<file path="config.mk">
export PLATFORM = sky130hd
export DESIGN_NAME = fp32_to_fxp_quantizer
export DESIGN_NICKNAME = d
export VERILOG_FILES = /design/src/rtl/fp32_to_fxp_quantizer.sv
export SDC_FILE = /design/constraint.sdc
export NUM_CORES = 1
export LEC_CHECK = 0
export ABC_AREA = 0
export BUFFER_PORTS_ARGS = -buffer_cell sky130_fd_sc_hd__buf_4
export CAP_MARGIN = 10
export CORE_UTILIZATION = 40
export DETAILED_ROUTE_END_ITERATION = 8
export PLACE_DENSITY_LB_ADDON = 0.2
export SKIP_CTS_REPAIR_TIMING = 1
export SYNTH_ARGS = -nofsm -noshare
export SYNTH_HDL_FRONTEND = slang
export SYNTH_SLANG_ARGS = --single-unit
export TNS_END_PERCENT = 1
</file>
<file path="constraint.sdc">
create_clock -name clk -period 8.6 [get_ports clk]
set_input_delay 0.43 -clock clk [delete_from_list [all_inputs] [get_ports clk]]
set_output_delay 0.43 -clock clk [all_outputs]
set_load 0.01 [all_outputs]
</file>
<file path="src/rtl/fp32_to_fxp_quantizer.sv">
// fp32_to_fxp_quantizer
// Streaming IEEE-754 single-precision to signed fixed-point converter.
// Two register stages (unpack/classify, then shift/round/saturate) with
// valid/ready on both sides. Rounding is to nearest, ties away from zero;
// out-of-range values, infinities and NaNs saturate and raise out_sat.
// Optional feature macro: FXP_QUANT_STATS_EN builds the saturation-event
// counter (sat_count / sat_clr); without it sat_count reads 0.
module fp32_to_fxp_quantizer #(
    parameter int FXP_WIDTH     = 32,
    parameter int FRAC_BITS     = 16,
    parameter int SAT_CNT_WIDTH = 16
) (
    input  logic                     clk,
    input  logic                     reset,
    input  logic                     in_valid,
    output logic                     in_ready,
    input  logic [31:0]              in_data,
    output logic                     out_valid,
    input  logic                     out_ready,
    output logic [FXP_WIDTH-1:0]     out_data,
    output logic                     out_sat,
    input  logic                     sat_clr,
    output logic [SAT_CNT_WIDTH-1:0] sat_count
);

    localparam logic [FXP_WIDTH-1:0] POS_MAX = {1'b0, {(FXP_WIDTH-1){1'b1}}};
    localparam logic [FXP_WIDTH-1:0] NEG_MIN = {1'b1, {(FXP_WIDTH-1){1'b0}}};
    localparam logic [63:0]          LIM_POS = (64'd1 << (FXP_WIDTH-1)) - 64'd1;
    localparam logic [63:0]          LIM_NEG = 64'd1 << (FXP_WIDTH-1);

    // Stage 1 registers: classified operand
    logic              s1_valid_q;
    logic              s1_sign_q,     s1_sign_d;
    logic [23:0]       s1_mant_q,     s1_mant_d;
    logic signed [9:0] s1_sh_q,       s1_sh_d;
    logic              s1_spec_q,     s1_spec_d;
    logic              s1_spec_neg_q, s1_spec_neg_d;

    // Stage 2 registers: the presented result
    logic                 out_valid_q;
    logic [FXP_WIDTH-1:0] out_data_q, out_data_d;
    logic                 out_sat_q,  out_sat_d;

    logic ld2;
    logic [7:0]  exp_in;
    logic [22:0] frac_in;
    logic [63:0] mag;
    logic [9:0]  nsh;

    // A stage may load when empty or when its occupant leaves this cycle
    assign ld2      = !out_valid_q | out_ready;
    assign in_ready = !s1_valid_q | ld2;
    assign exp_in   = in_data[30:23];
    assign frac_in  = in_data[22:0];

    // Unpack: hidden bit, shift amount relative to the output LSB, specials
    always_comb begin
        s1_sign_d     = in_data[31];
        s1_mant_d     = (exp_in != 8'd0 && exp_in != 8'd255) ? {1'b1, frac_in} : 24'd0;
        s1_sh_d       = $signed({2'b00, exp_in}) - 10'sd150 + $signed(10'(FRAC_BITS));
        s1_spec_d     = (exp_in == 8'd255);
        // NaN goes to +max regardless of sign; only -Inf goes to the minimum
        s1_spec_neg_d = in_data[31] & (frac_in == 23'd0);
    end

    // Stage 1 register update
    always_ff @(posedge clk or posedge reset) begin
        if (reset) begin
            s1_valid_q    <= 1'b0;
            s1_sign_q     <= 1'b0;
            s1_mant_q     <= '0;
            s1_sh_q       <= '0;
            s1_spec_q     <= 1'b0;
            s1_spec_neg_q <= 1'b0;
        end else if (in_ready) begin
            s1_valid_q <= in_valid;
            if (in_valid) begin
                s1_sign_q     <= s1_sign_d;
                s1_mant_q     <= s1_mant_d;
                s1_sh_q       <= s1_sh_d;
                s1_spec_q     <= s1_spec_d;
                s1_spec_neg_q <= s1_spec_neg_d;
            end
        end
    end

    // Shift to the output grid, round half away from zero, saturate by sign
    always_comb begin
        mag        = 64'd0;
        nsh        = 10'd0;
        out_data_d = '0;
        out_sat_d  = 1'b0;
        if (!s1_sh_q[9]) begin
            // Any shift this large already exceeds every legal magnitude
            if (s1_sh_q > 10'sd39)
                mag = (s1_mant_q != 24'd0) ? {64{1'b1}} : 64'd0;
            else
                mag = {40'd0, s1_mant_q} << s1_sh_q[5:0];
        end else begin
            nsh = 10'(-s1_sh_q);
            if (nsh < 10'd25)
                mag = 64'(s1_mant_q >> nsh[4:0]) + 64'(s1_mant_q[5'(nsh[4:0] - 5'd1)]);
        end
        if (s1_spec_q) begin
            out_data_d = s1_spec_neg_q ? NEG_MIN : POS_MAX;
            out_sat_d  = 1'b1;
        end else if (!s1_sign_q) begin
            out_sat_d  = (mag > LIM_POS);
            out_data_d = out_sat_d ? POS_MAX : mag[FXP_WIDTH-1:0];
        end else begin
            // -2^(W-1) itself is representable, so only strictly larger saturates
            out_sat_d  = (mag > LIM_NEG);
            out_data_d = out_sat_d ? NEG_MIN : FXP_WIDTH'(64'd0 - mag);
        end
    end

    // Stage 2 register update; holds while the consumer stalls
    always_ff @(posedge clk or posedge reset) begin
        if (reset) begin
            out_valid_q <= 1'b0;
            out_data_q  <= '0;
            out_sat_q   <= 1'b0;
        end else if (ld2) begin
            out_valid_q <= s1_valid_q;
            if (s1_valid_q) begin
                out_data_q <= out_data_d;
                out_sat_q  <= out_sat_d;
            end
        end
    end

    assign out_valid = out_valid_q;
    assign out_data  = out_data_q;
    assign out_sat   = out_sat_q;

`ifdef FXP_QUANT_STATS_EN
    logic [SAT_CNT_WIDTH-1:0] sat_cnt_q;

    // Count delivered saturated words; clear wins, count sticks at all-ones
    always_ff @(posedge clk or posedge reset) begin
        if (reset)
            sat_cnt_q <= '0;
        else if (sat_clr)
            sat_cnt_q <= '0;
        else if (out_valid_q && out_ready && out_sat_q && !(&sat_cnt_q))
            sat_cnt_q <= sat_cnt_q + 1'b1;
    end

    assign sat_count = sat_cnt_q;
`else
    logic unused_sat_clr;
    assign unused_sat_clr = sat_clr;
    assign sat_count      = '0;
`endif

endmodule

</file>
==> out/metrics.csv, run 1 <==
metric,value,unit
outcome,finished clean,
end_kind,register,
die_w,159.6,µm
synth_compound_area_share,25.38,%
final_cell_area,0.01075,mm²
drive_gt1_share,19.93,%
cap_violations,0,
finalSetupViolations,0,
drt_iter0_drc,1079,
worst_ep_required_time,8.84,ns
grt_start_max_net_pins,73,
power.density,242.8,mW/mm²
synthXorXnorAreaFrac,3.173,%
p_switching,0.001274,W
pwr-share-seq,21.1,%
cts_buffer_depth,2,
maxSlewHeadroom,17.90,%
cp_top_family,simple AND/OR/NAND/NOR gates,
routed_via_density,6.656,
drv_slew,0,
synth_top_area_cell,dfrtp_1,
drt_pass1_iterations,6,
synthFlopType,dfrtp_1,
leakagePower,4.030,nW
drt_wl_total,34740,µm
core,0.02432,mm²
fin_tns_setup,0,ns
n_antenna_cell,0,
avgSynthCellArea,8.316,µm²
grt_pass1_wl,54860,µm
cp_max_fo,58,
switching_share,48.82,%
clk_pin_slew,0.07,ns
fin_crit,7.364,ns
insertion_delay,0.36,ns
start_kind,register,
hold_viol_final,0,
initial_core_util,40.86,%
wl_per_cell,23.03,µm
synth_area,0.009937,mm²
path_cells,buf_4 -> or3_1 -> xnor2_2 -> xnor2_1 -> mux4_2 -> mux4_2 -> nand2_1 -> o31ai_1 -> ha_1 -> ha_1 -> and4_1 -> a211o_1 -> a31oi_1 -> nand4_2 -> or4b_1 -> nor3_4 -> a21oi_2 -> a21o_1 -> a2111oi_2,
cts_tree,built,
synth_edf_count,0,
grt_usage,27.32,%
drc_errors,0,
holdCritPathClass,input port to register,
synth-simple-area-share,22.77,%
intPower,0.001335,W
area_growth,8.147,%
async_reset_ff_share,100.0,%
ioPinCount,88,
die-area,0.02548,mm²
numCtsBuffers,9,
comb_power_share,62.5,%
path_buf_inv,1,
route.vias.total,10040,
cts_root_buf,clkbuf_16,
htree_levels,3,
worst_pin_slew,1.223,ns
overflow,0,
utilization,44.19,%
ys_seq_elements,72,
synthAdderAreaFrac,1.007,%
pwr-share-clk,16.5,%
muxShareOfSynthArea,22.31,%
fin_nets,1224,
clock-sinks,72,
yosysUniqueCellTypes,100,
dp_hpwl,25410,µm
synth_top_family_by_area,compound AO/OA/AOI/OAI gates,
ys_warn_count,0,
cp_slowest_cell,xnor2_2,
fp.dieH,159.6,µm
clock_skew,0.008873,ns
cpPeakStageDelay,0.72,ns
antenna_left,0,
synth.area.top_cells,"dfrtp_1, mux4_2, mux2i_1",
place_congestion,0.9678,
crit_type,register to register,
clock.fmax,0.1358,GHz
port-buffer-count,70,
rows,57,
mostFrequentLayoutCells,"nand2_1, nor2_1, buf_4",
syn_inst,1195,
placed_cell_area,0.01043,mm²
period_share,85.62,%
grt_pass1_vias,9285,
arrival,7.61,ns
ys_seq_area_share,18.13,%
synth_top_area_share,18.13,%
grt_antenna_before_repair,0,
grt_setup_unrepaired,no,
vdd_ir_drop_max,0.00009990,V
final_common_cell,nand2_1,
power groups by stage:
stage	Clock, W	Sequential [W]	Combinational (W)
CTS	0.000437	0.000546	0.00160
detailed placement	0	0.000553	0.00159
finish	0.000430	0.000549	0.00163
floorplan	0	0.000486	0.00122
global placement	0	0.000550	0.00159
global route	0.000449	0.000561	0.00175
final cells by class:
| class | instances | area, µm² |
|---|---|---|
| clock inverters | 6 | 92.59 |
| well taps | 324 | 405.4 |
| multi-input cells | 991 | 7492 |
| inverters | 18 | 67.56 |
| repair buffers | 87 | 653.1 |
| flip-flops and latches | 72 | 1807 |
| clock buffers | 10 | 229.0 |
| fillers | 2426 | 13570 |
flip-flops by register name, summed over array words and instances (netlist names):
register / count
out_data: 32
s1_spec_neg_q: 1
s1_sh_q: 10
out_valid: 1
out_sat: 1
s1_valid_q: 1
s1_spec_q: 1
s1_mant_q: 24
s1_sign_q: 1
cell usage after synthesis, drive strengths merged (9+ instances only):
| master | instances |
|---|---|
| nand2 | 90 |
| nor2 | 88 |
| o21ai | 79 |
| dfrtp | 72 |
| clkbuf | 70 |
| a21oi | 61 |
| buf | 59 |
| mux2i | 55 |
| mux4 | 55 |
| nand3 | 46 |
| nor3 | 44 |
| mux2 | 38 |
| a22o | 33 |
| a211oi | 28 |
| nor4 | 27 |
| a31oi | 23 |
| xnor2 | 23 |
| nand4 | 21 |
| inv | 18 |
| nand2b | 17 |
| and2 | 16 |
| nor2b | 15 |
| o22ai | 12 |
| or3 | 12 |
| a211o | 11 |
| o31ai | 10 |
| xor2 | 10 |
| a21o | 9 |
| o211ai | 9 |
| or4 | 9 |
through the flow:
step                      power (W)  hold WS (ns)  worst slack, ns  std cells
after floorplan            0.001702        0.4711            1.230       1210
after global placement     0.002136        0.4759            1.393       1492
after detailed placement   0.002143        0.4851            1.317       1492
after CTS                  0.002582        0.2654            1.300       1508
after global routing       0.002758        0.2763           0.6944       1508
final                      0.002609        0.2695            1.236       1508
cell families after synthesis:
logic type / count (synthesis)
adder cells (fa/ha/maj): 8
multiplexers: 148
flip-flops: 72
AO/OA/AOI/OAI: 357
AND/OR/NAND/NOR: 429
other: 1
XOR/XNOR: 33
buffers and inverters: 147
metal layers:
metal	share of wire, %	global-route usage [%]	vias to the layer above
met5	0	0	-
met1	44	38.18	4953
met3	5.9	3.351	59
met4	3.1	8.960	0
li1	-	-	4589
met2	46	43.73	437
final timing paths:
path                             startpoint      endpoint  slack, ns  cells past startpoint
worst min register to register  out_data[7]   out_data[7]       0.50                      1
worst max register to register   s1_sh_q[1]  out_data[16]       1.24                     19
worst min-delay path               in_valid    s1_valid_q       0.27                      2
worst max-delay path             s1_sh_q[1]  out_data[16]       1.24                     19
min in group asynchronous             reset     s1_spec_q       0.36                      3
max in group asynchronous             reset    s1_sh_q[0]       7.59                      3
(Power assumes the default switching activity.)
==> run 2, diff against run 1 <==
Clock period 8.6 ns to 7.5 ns, I/O delays scaled along.
==> run 2 against run 1 <==
Wire length is 2.3% higher. Register-to-register slack got worse by 0.65 ns. Worst hold slack lost 0.039 ns. Combinational power grew 16%. Final area up 0.90%. Clock power is 17% higher. Clock skew grew 0.0052 ns. Die area is the same. Sequential power rose by 15%. Global-route usage up 0.78 points. Largest power group unchanged.
==> out/metrics.csv, run 2 (synthesized netlist as in run 1, its figures left out) <==
metric,value,unit,change
cpPeakStageDelay,0.71,ns,about the same
core,0.02432,mm²,unchanged
setup_ws,0.5862,ns,-0.6501 ns
clk_pin_slew,0.07,ns,about the same
grt_setup_unrepaired,no,,
rows,57,,unchanged
finalSetupViolations,0,,unchanged
pre_cts_slack,0.7194,ns,-0.5980 ns
htree_levels,3,,unchanged
area_growth,9.116,%,
outcome,finished clean,,
drt_wl_total,35520,µm,+2.3%
wl_per_cell,23.37,µm,+1.5%
cts_buffer_depth,2,,unchanged
drv_slew,0,,unchanged
fin_crit,6.914,ns,-0.4499 ns
hold_viol_final,0,,unchanged
grt_antenna_before_repair,1,,+1
drc_errors,0,,unchanged
drt_pass1_iterations,5,,-1
maxSlewHeadroom,37.46,%,+20 points
routed_via_density,6.608,,-0.73%
grt_start_max_net_pins,73,,unchanged
mostFrequentLayoutCells,"buf_4, nand2_1, nor2_1",,
arrival,7.15,ns,-0.46 ns
dp_hpwl,26220,µm,+3.2%
drt_iter0_drc,1113,,+3.2%
power.density,278.5,mW/mm²,+15%
fin_hold_ws,0.2303,ns,-0.03917 ns
clock_skew,0.01407,ns,+0.005196 ns
crit_type,register to register,,
clock.fmax,0.1446,GHz,+6.5%
cp_max_fo,20,,-66%
fin_nets,1236,,+0.98%
numCtsBuffers,9,,unchanged
worst_ep_required_time,7.74,ns,-1.10 ns
leakagePower,4.096,nW,+1.6%
fp.dieH,159.6,µm,unchanged
fin_tns_setup,0,ns,unchanged
overflow,0,,unchanged
cts_root_buf,clkbuf_16,,
die_w,159.6,µm,unchanged
grt_pass1_vias,9530,,+2.6%
final_common_cell,buf_4,,
end_kind,register,,
place_congestion,0.9550,,-1.3%
grt_usage,28.10,%,+0.78 points
clock-sinks,72,,unchanged
ioPinCount,88,,unchanged
cp_top_family,compound AO/OA/AOI/OAI gates,,
route.vias.total,10040,,+0.060%
placed_cell_area,0.01052,mm²,+0.86%
largest_reg_flops,32,,unchanged
die-area,0.02548,mm²,unchanged
initial_core_util,40.86,%,unchanged
insertion_delay,0.36,ns,about the same
power,0.003020,W,+16%
cp_slowest_cell,a21oi_2,,
start_kind,register,,
cap_violations,0,,unchanged
path_buf_inv,3,,+2
holdCritPathClass,input port to register,,
grt_pass1_wl,55720,µm,+1.6%
worst_pin_slew,0.9382,ns,-0.2846 ns
final_cell_area,0.01084,mm²,+0.90%
drive_gt1_share,20.82,%,+0.89 points
antenna_left,0,,unchanged
cts_tree,built,,
period_share,92.18,%,+6.6 points
vdd_ir_drop_max,0.0001096,V,+9.7%
n_antenna_cell,0,,unchanged
port-buffer-count,70,,unchanged
path_cells,inv_1 -> ha_2 -> buf_4 -> mux2i_1 -> mux4_2 -> o31ai_1 -> ha_1 -> ha_1 -> nand4_1 -> nor3b_1 -> nand4_1 -> xor2_1 -> o21ai_0 -> or2_2 -> nor3_4 -> buf_4 -> a21oi_2 -> a21oi_1 -> a221o_1,,
run 2: cell types whose count changed in the layout (fill, tap and decap cells not counted):
cell        before  now
clkinv_4         1    2
clkbuf_1         1    0
buf_4           87   99
clkinvlp_4       1    0
inv_6            0    1
run 2: where the power goes:
group | internal (W) | total, W | switching, W | leakage (nW)
Sequential | 0.000474 | 0.000631 | 0.000157 | 0.856
Combinational | 0.000776 | 0.00189 | 0.00111 | 3.08
Clock | 0.000296 | 0.000501 | 0.000205 | 0.162
Total | 0.00155 | 0.00302 | 0.00147 | 4.10
run 2: per-stage QoR:
stage | utilization (%) | std cells
6_report | 44.59 | 1520
2_1_floorplan | - | 1210
5_1_grt | 44.59 | 1520
3_5_place_dp | 43.24 | 1504
3_3_place_gp | 43.24 | 1504
4_1_cts | 44.59 | 1520
run 2: worst reg2reg max path: stages, from the launching register on:
cell,delay [ns]
dfrtp_2,0.53
inv_1,0.21
ha_2,0.64
buf_4,0.31
mux2i_1,0.17
mux4_2,0.52
o31ai_1,0.59
ha_1,0.26
ha_1,0.19
nand4_1,0.17
nor3b_1,0.37
nand4_1,0.41
xor2_1,0.28
o21ai_0,0.30
or2_2,0.29
nor3_4,0.06
buf_4,0.18
a21oi_2,0.71
a21oi_1,0.27
a221o_1,0.34
run 2: final timing paths:
kind | from | endpoint | slack [ns] | depth (start not counted)
worst max register to register | s1_sh_q[1] | out_data[19] | 0.59 | 19
worst min register to register | out_data[1] | out_data[1] | 0.51 | 2
worst max-delay path | s1_sh_q[1] | out_data[19] | 0.59 | 19
worst min-delay path | in_valid | s1_valid_q | 0.23 | 2
max in group asynchronous | reset | s1_sh_q[2] | 6.55 | 3
min in group asynchronous | reset | s1_spec_q | 0.31 | 3
run 2: layout make-up:
class                   count  area [µm²]
flip-flops and latches     72        1807
multi-input cells         991        7492
inverters                  18       67.56
fillers                  2420       13480
clock buffers               9       225.2
clock inverters             7       102.6
well taps                 324       405.4
repair buffers             99       743.2
run 2: layer usage:
layer,GRT usage [%],wire length [µm]
met1,38.51,15650
met3,4.675,2450
met4,10.71,1137
met5,0,13
met2,44.26,16270
